[config.mk]
export PLATFORM = sky130hd
export DESIGN_NAME = servo_slew_limiter
export DESIGN_NICKNAME = d
export VERILOG_FILES = /design/src/rtl/servo_pkg.sv /design/src/rtl/tick_prescaler.sv /design/src/rtl/servo_slew_limiter.sv
export SDC_FILE = /design/constraint.sdc
export NUM_CORES = 1
export LEC_CHECK = 0
export CAP_MARGIN = 20
export CORE_UTILIZATION = 52
export DETAILED_ROUTE_END_ITERATION = 10
export PLACE_DENSITY = 0.81
export SLEW_MARGIN = 30
export SYNTH_ARGS = -nofsm -noshare
export SYNTH_HDL_FRONTEND = slang
export SYNTH_HIERARCHICAL = 1
export SYNTH_SLANG_ARGS = --single-unit
[constraint.sdc]
create_clock -name clk -period 7.3 [get_ports clk]
set_clock_uncertainty 0.1 [all_clocks]
set_input_delay 0.73 -clock clk [delete_from_list [all_inputs] [get_ports clk]]
set_output_delay 0.73 -clock clk [all_outputs]
set_load 0.01 [all_outputs]
[src/rtl/servo_pkg.sv]
// Shared types and slew arithmetic for the servo duty path.
package servo_pkg;

  localparam int NUM_CH_DEFAULT = 8;
  localparam int DATA_W_DEFAULT = 8;

  typedef logic [DATA_W_DEFAULT-1:0] duty_t;

  typedef enum logic {
    IDLE = 1'b0,
    SCAN = 1'b1
  } scan_state_t;

  // Move cur toward tgt by at most step; the one-bit-wider diff keeps the compare exact.
  function automatic duty_t slew_step(input duty_t cur, input duty_t tgt, input duty_t step);
    logic [DATA_W_DEFAULT:0] diff;
    duty_t                   nxt;
    if (tgt >= cur) begin
      diff = {1'b0, tgt} - {1'b0, cur};
    end else begin
      diff = {1'b0, cur} - {1'b0, tgt};
    end
    if (diff <= {1'b0, step}) begin
      nxt = tgt;
    end else if (tgt > cur) begin
      nxt = cur + step;
    end else begin
      nxt = cur - step;
    end
    return nxt;
  endfunction

endpackage

[src/rtl/tick_prescaler.sv]
// Free-running divider producing a one-cycle pulse every TICK_DIV clocks.
module tick_prescaler #(
  parameter int TICK_DIV = 50000
) (
  input  logic clk,
  input  logic rst_n,
  output logic tick
);

  localparam int CNT_W = (TICK_DIV > 2) ? $clog2(TICK_DIV) : 1;
  localparam logic [CNT_W-1:0] LAST_CNT = CNT_W'(TICK_DIV - 1);
  localparam logic [CNT_W-1:0] PRE_LAST = CNT_W'(TICK_DIV - 2);

  if (TICK_DIV < 2) begin : g_div_check
    $error("tick_prescaler: TICK_DIV must be at least 2");
  end

  logic [CNT_W-1:0] r_cnt;
  logic             r_tick;

  // Counter wraps at TICK_DIV-1; the pulse is registered so it lines up with that count.
  always_ff @(posedge clk) begin
    if (!rst_n) begin
      r_cnt  <= {CNT_W{1'b0}};
      r_tick <= 1'b0;
    end else begin
      if (r_cnt == LAST_CNT) begin
        r_cnt <= {CNT_W{1'b0}};
      end else begin
        r_cnt <= r_cnt + CNT_W'(1);
      end
      r_tick <= (r_cnt == PRE_LAST);
    end
  end

  assign tick = r_tick;

endmodule

[src/rtl/servo_slew_limiter.sv]
// Rate-limits per-channel duty targets with one shared slew unit scanned
// across all channels once per prescaler tick.
module servo_slew_limiter
  import servo_pkg::*;
#(
  parameter int NUM_CH   = NUM_CH_DEFAULT,
  parameter int DATA_W   = DATA_W_DEFAULT,
  parameter int TICK_DIV = 50000
) (
  input  logic                     clk,
  input  logic                     rst_n,
  input  logic [NUM_CH*DATA_W-1:0] target_flat,
  input  logic [DATA_W-1:0]        step,
  input  logic                     enable,
  output logic [NUM_CH*DATA_W-1:0] duty_flat,
  output logic [NUM_CH-1:0]        settled,
  output logic                     busy,
  output logic                     tick_out
);

  localparam int CH_W = (NUM_CH > 1) ? $clog2(NUM_CH) : 1;
  localparam logic [CH_W-1:0] LAST_CH = CH_W'(NUM_CH - 1);

  if (TICK_DIV < NUM_CH + 2) begin : g_div_check
    $error("servo_slew_limiter: TICK_DIV must be >= NUM_CH+2 so scans never overlap");
  end
  if (DATA_W != DATA_W_DEFAULT) begin : g_width_check
    $error("servo_slew_limiter: DATA_W must match the shared duty_t width");
  end

  logic            w_tick;
  duty_t           w_tgt [NUM_CH];
  duty_t           r_cur [NUM_CH];
  duty_t           w_slew_nxt;
  logic [NUM_CH-1:0] r_settled;
  logic            r_busy;
  scan_state_t     r_state;
  scan_state_t     w_next_state;
  logic [CH_W-1:0] r_ch_idx;
  logic [CH_W-1:0] w_next_idx;

  tick_prescaler #(
    .TICK_DIV(TICK_DIV)
  ) u_prescaler (
    .clk  (clk),
    .rst_n(rst_n),
    .tick (w_tick)
  );

  for (genvar g = 0; g < NUM_CH; g++) begin : g_pack
    assign w_tgt[g]                     = target_flat[g*DATA_W +: DATA_W];
    assign duty_flat[g*DATA_W +: DATA_W] = r_cur[g];
  end

  assign w_slew_nxt = slew_step(r_cur[r_ch_idx], w_tgt[r_ch_idx], step);

  // Scan sequencing: a tick starts a sweep of every channel; bypass pins the FSM in IDLE.
  always_comb begin
    w_next_state = r_state;
    w_next_idx   = r_ch_idx;
    if (!enable) begin
      w_next_state = IDLE;
      w_next_idx   = {CH_W{1'b0}};
    end else begin
      case (r_state)
        IDLE: begin
          if (w_tick) begin
            w_next_state = SCAN;
            w_next_idx   = {CH_W{1'b0}};
          end else begin
            w_next_state = IDLE;
          end
        end
        SCAN: begin
          if (r_ch_idx == LAST_CH) begin
            w_next_state = IDLE;
            w_next_idx   = {CH_W{1'b0}};
          end else begin
            w_next_idx = r_ch_idx + CH_W'(1);
          end
        end
        default: begin
          w_next_state = IDLE;
          w_next_idx   = {CH_W{1'b0}};
        end
      endcase
    end
  end

  // FSM state register; busy mirrors the next state so it is high for exactly the scan cycles.
  always_ff @(posedge clk) begin
    if (!rst_n) begin
      r_state  <= IDLE;
      r_ch_idx <= {CH_W{1'b0}};
      r_busy   <= 1'b0;
    end else begin
      r_state  <= w_next_state;
      r_ch_idx <= w_next_idx;
      r_busy   <= (w_next_state == SCAN);
    end
  end

  // Duty and settled registers: bypass loads every channel, scanning updates only the indexed one.
  always_ff @(posedge clk) begin
    for (int i = 0; i < NUM_CH; i++) begin
      if (!rst_n) begin
        r_cur[i]     <= {DATA_W{1'b0}};
        r_settled[i] <= 1'b0;
      end else begin
        r_settled[i] <= (r_cur[i] == w_tgt[i]);
        if (!enable) begin
          r_cur[i] <= w_tgt[i];
        end else if ((r_state == SCAN) && (r_ch_idx == CH_W'(i))) begin
          r_cur[i] <= w_slew_nxt;
        end else begin
          r_cur[i] <= r_cur[i];
        end
      end
    end
  end

  assign settled  = r_settled;
  assign busy     = r_busy;
  assign tick_out = w_tick;

endmodule

==> summary.md, run 1 <==
| Metric | Value |
|---|---|
| Status | finished clean |
| Worst slew margin | between 30% and 40% |
| Via count | between 6000 and 7000 |
| Power after layout | between 1500 and 2000 uW |
| Initial DRC count | slightly above 700 |
| Residual DRC | 0 |
| Later-pin clock latency in the skew report | approximately 0.35 ns |
| Pre-CTS setup slack | 0.446 ns |
| Initial standard-cell utilization of the core | 53.1% |
| Fraction of synthesis flops using an asynchronous set or reset pin | 0% |
| Post-Syn Instances | 705 |
| Synth Area in Compound Gates | 11.1% |
| Clock tree from TritonCTS | built |
| Setup TNS | 0 ns |
| Via count of the first global-routing pass | 6283 |
| Switching power as a share of total power | 34.3% |
| Worst Path Arrival | roughly 6.7 ns |
| Total wire length after detailed routing | 23400 um |
| Final antenna diode count | 0 |
| Power per Cell Area | between 150 and 200 nW/um2 |
| Top flip-flop cell by instance count after synthesis | sky130_fd_sc_hd__edfxtp_1 |
| Setup CP Type | in2reg |
| Post-synth EDFFs | 64 |
| Crit end category | flip-flop |
| Wire length of the first global-routing pass | 35700 um |
| Category of the worst setup path launch point | input port |
| Lkg Pwr | 0.00344 uW |
| Post-synthesis share of cell area spent on full adders, half adders and majority gates | 8.00% |
| Worst Max-Slew Pin Slew | 1.03 ns |
| Number of antenna violations at the first check in global routing | 0 |
| Clock group share of total power | 28.3% |
| I/O pins | approximately 150 |
| Die area | 13900 um2 |
| Slowest cell on crit path | sky130_fd_sc_hd__mux2i_1 |
| CTS Sinks | 96 |
| Area growth, synth to finish | 28.1% |
| Number of hold buffers added after CTS | 0 |
| Minimum setup slack in the final design | 0.586 ns |
| Netlist area before placement | 7010 um2 |
| Shortest period the worst path allows | roughly 6.7 ns |
| Req. time, crit path | 7.26 ns |
| Internal power summed over all cells | roughly 1100 uW |
| Nets | 961 |
| Weighted congestion reported at the end of routability-driven placement | between 0.9 and 1 |
| Overflow left after global routing | 0 |
| Clock Root Buffer | sky130_fd_sc_hd__clkbuf_16 |
| HPWL after detailed placement | between 15000 and 20000 um |
| Largest vdd supply drop | 0.141 mV |
| Reg power frac | between 30% and 40% |
| Maximum number of pins on one net before global-route repair | 57 |
| Final core utilization | 68.0% |
| H-tree depth | 3 |
| Die extent in x | 118 um |
| Hold WS | 0.388 ns |
| Routed Antenna Nets | 0 |
| Classification of the worst-slack hold path | reg2reg |
| Routed len/inst | 22.8 um |
| Cells resized by post-CTS repair | 0 |
| Avg Inst Size Synth | 9.94 um2 |
| Final count of negative-setup-slack endpoints | 0 |
| Filler cell count in the final layout | a little over 1000 |
| Final hold violations | 0 |
| Standard-cell rows | 42 |
| Setup repair after global routing missed its margin | false |
| GRT Total Usage | roughly a third |
| Maximum number of buffers from clock root to sink | 2 |
| Input/output buffers | roughly 150 |
| Share of Yosys cell area claimed by the top area cell type | a little over a quarter |
| R2R Setup Slk | 0.64 ns |
| Slowest stage delay, CP | 0.69 ns |
| Share of total power in combinational logic | roughly a third |
| Most used cell, CP | sky130_fd_sc_hd__mux2i_1 |
| Number of buffers inserted to repair setup after CTS | 0 |
| XOR/XNOR share of the synthesized area | about an eighth |
| Fraction of final layout cells sized beyond drive strength 1 | 8.84% |
| Slew Viols, Final | 0 |
| Total of max-cap violations | 0 |
| Net switching power | 591 uW |
| First-pass iteration count of the detailed router | 5 |
| Simple-gate area share of the yosys netlist | 15.5% |
| Die boundary height | 118 um |
| Combinational family with the most area after synthesis | simple AND/OR/NAND/NOR gates |
| Proportion of synthesized chip area in sequential cells | 36.6% |
| Number of nets in the synthesized netlist | between 800 and 900 |
| Cell types with the largest area share after synthesis | sky130_fd_sc_hd__edfxtp_1, sky130_fd_sc_hd__mux4_2, sky130_fd_sc_hd__dfxtp_1 |
| Share of the clock period used by the worst path | 92.0% |
| Maximum clock frequency | about 150 MHz |
| List of cells traversed by the critical path | clkdlybuf4s50_1, mux4_2, mux2i_1, ha_1, a21oi_1, o211ai_1, nor3_2, mux2i_1, a31oi_1, xnor2_1, ha_1, or4_1, a21oi_1, o21ai_0, o211ai_1, and2_1, mux2i_1, o21ai_0 |
| Total of flip-flops plus latches after synthesis | 96 |
| Inserted Clock Buffers | 9 |
| Count of cell types in the netlist | 62 |
| Core area | about 13000 um2 |
| Via density per instance | between 6 and 7 |
| Clk slew on worst S/H paths | ~0.070 ns |
| Highest net fanout along the worst path | 8 |
| Syn. warnings | 6 |
| Mux cell area share after synthesis | 13.1% |
| Post-synthesis cell type with the largest combined area | sky130_fd_sc_hd__edfxtp_1 |
==> synthesized netlist by cell type, types with 2 or more instances <==
cell	n
sky130_fd_sc_hd__a21o_1	4
sky130_fd_sc_hd__a21oi_1	23
sky130_fd_sc_hd__a22o_1	5
sky130_fd_sc_hd__a32o_1	2
sky130_fd_sc_hd__and2_1	3
sky130_fd_sc_hd__and3_1	10
sky130_fd_sc_hd__buf_1	2
sky130_fd_sc_hd__buf_2	9
sky130_fd_sc_hd__clkbuf_1	19
sky130_fd_sc_hd__dfxtp_1	32
sky130_fd_sc_hd__edfxtp_1	64
sky130_fd_sc_hd__fa_1	3
sky130_fd_sc_hd__ha_1	40
sky130_fd_sc_hd__inv_1	40
sky130_fd_sc_hd__mux2i_1	15
sky130_fd_sc_hd__mux4_2	32
sky130_fd_sc_hd__nand2_1	93
sky130_fd_sc_hd__nand3_1	30
sky130_fd_sc_hd__nand4_1	15
sky130_fd_sc_hd__nor2_1	31
sky130_fd_sc_hd__nor2b_1	6
sky130_fd_sc_hd__nor3_1	7
sky130_fd_sc_hd__nor4_1	13
sky130_fd_sc_hd__o211a_1	2
sky130_fd_sc_hd__o211ai_1	4
sky130_fd_sc_hd__o21ai_0	66
sky130_fd_sc_hd__o21ai_1	4
sky130_fd_sc_hd__o21ba_2	2
sky130_fd_sc_hd__o21bai_1	3
sky130_fd_sc_hd__o31ai_1	2
sky130_fd_sc_hd__xnor2_1	53
sky130_fd_sc_hd__xor2_1	41
==> flip-flops by register name, summed over array words and instances (netlist names), named ones only <==
| signal | flops |
|---|---|
| r_state | 1 |
| r_ch_idx | 3 |
| u_prescaler/r_cnt | 16 |
| settled | 8 |
| u_prescaler/tick | 1 |
| r_cur | 64 |
==> logic make-up (layout without fill, tap and decap cells) <==
kind of cell               count (synthesis)  in the layout
adders and majority gates                 43             43
and+or+nand+nor                          223            223
xor gates and xnor gates                  94             94
muxes                                     50             50
AOI/OAI and AO/OA                        128            128
buffers and inverters                     71            214
DFF                                       96             96
==> layout by cell type, fill, tap and decap left out, types with 13 or more instances in the layout <==
| cell type | count |
|---|---|
| sky130_fd_sc_hd__clkdlybuf4s50_1 | 148 |
| sky130_fd_sc_hd__nand2_1 | 93 |
| sky130_fd_sc_hd__o21ai_0 | 66 |
| sky130_fd_sc_hd__edfxtp_1 | 64 |
| sky130_fd_sc_hd__xnor2_1 | 53 |
| sky130_fd_sc_hd__xor2_1 | 41 |
| sky130_fd_sc_hd__inv_1 | 40 |
| sky130_fd_sc_hd__ha_1 | 40 |
| sky130_fd_sc_hd__mux4_2 | 32 |
| sky130_fd_sc_hd__dfxtp_1 | 32 |
| sky130_fd_sc_hd__nor2_1 | 31 |
| sky130_fd_sc_hd__nand3_1 | 30 |
| sky130_fd_sc_hd__a21oi_1 | 23 |
| sky130_fd_sc_hd__mux2i_1 | 15 |
| sky130_fd_sc_hd__nand4_1 | 15 |
| sky130_fd_sc_hd__nor4_1 | 13 |
==> routing by layer <==
metal	track usage, %	share of wire (%)	vias up
met5	0	0	-
met4	14.3	3.2	0
met3	6.06	9.7	45
met2	56.9	49	390
met1	43.7	38	3095
li1	-	-	2824
==> power groups by stage <==
stage | clock (uW) | combinational, uW | sequential [uW]
after floorplan | 0 | 298 | 660
after global placement | 0 | 554 | 660
after detailed placement | 0 | 562 | 661
after CTS | 488 | 566 | 649
after global routing | 510 | 616 | 652
final | 488 | 585 | 651
==> path summary, 6_finish.rpt <==
check                       startpoint                   end  cells past startpoint
setup / recovery       target_flat[31]           r_cur[7][6]                     18
hold / removal    u_prescaler/r_cnt[0]  u_prescaler/r_cnt[0]                      1
hold reg to reg   u_prescaler/r_cnt[0]  u_prescaler/r_cnt[0]                      1
setup reg to reg             flip-flop           r_cur[7][6]                     19
==> stage by stage <==
stage	instance area, um2	cells
finish	8970	1024
detailed placement	8660	1008
global route	8970	1024
global placement	8660	1008
floorplan	7010	705
CTS	8970	1024
==> worst max-delay path, delay by kind of cell <==
family / cells / cell delay [ns]
and+or+nand+nor: 3 / 1.48
buffers and inverters: 1 / 0.53
muxes: 4 / 1.95
xor gates and xnor gates: 1 / 0.15
adders and majority gates: 2 / 0.60
AOI/OAI and AO/OA: 7 / 1.26
==> layout make-up <==
cell class	instances	area (um2)	area share (%)
Clock buffer	14	295	3.29
Clock inverter	2	16.3	0.181
Inverter	41	154	1.72
Multi-Input combinational cell	538	4180	46.5
Sequential cell	96	2560	28.6
Tap cell	176	220	2.45
Timing Repair Buffer	157	1550	17.3
(Power assumes the default switching activity.)
==> inputs of run 2 (changes only) <==
--- a/config.mk
+++ b/config.mk
@@ -7,6 +7,7 @@
 export LEC_CHECK = 0
 export CAP_MARGIN = 20
 export CORE_UTILIZATION = 52
+export CTS_CLUSTER_SIZE = 16
 export DETAILED_ROUTE_END_ITERATION = 10
 export PLACE_DENSITY = 0.81
 export SLEW_MARGIN = 30
==> results of run 2 <==
No change in the layout: final DEF, timing and power equal those of run 1.
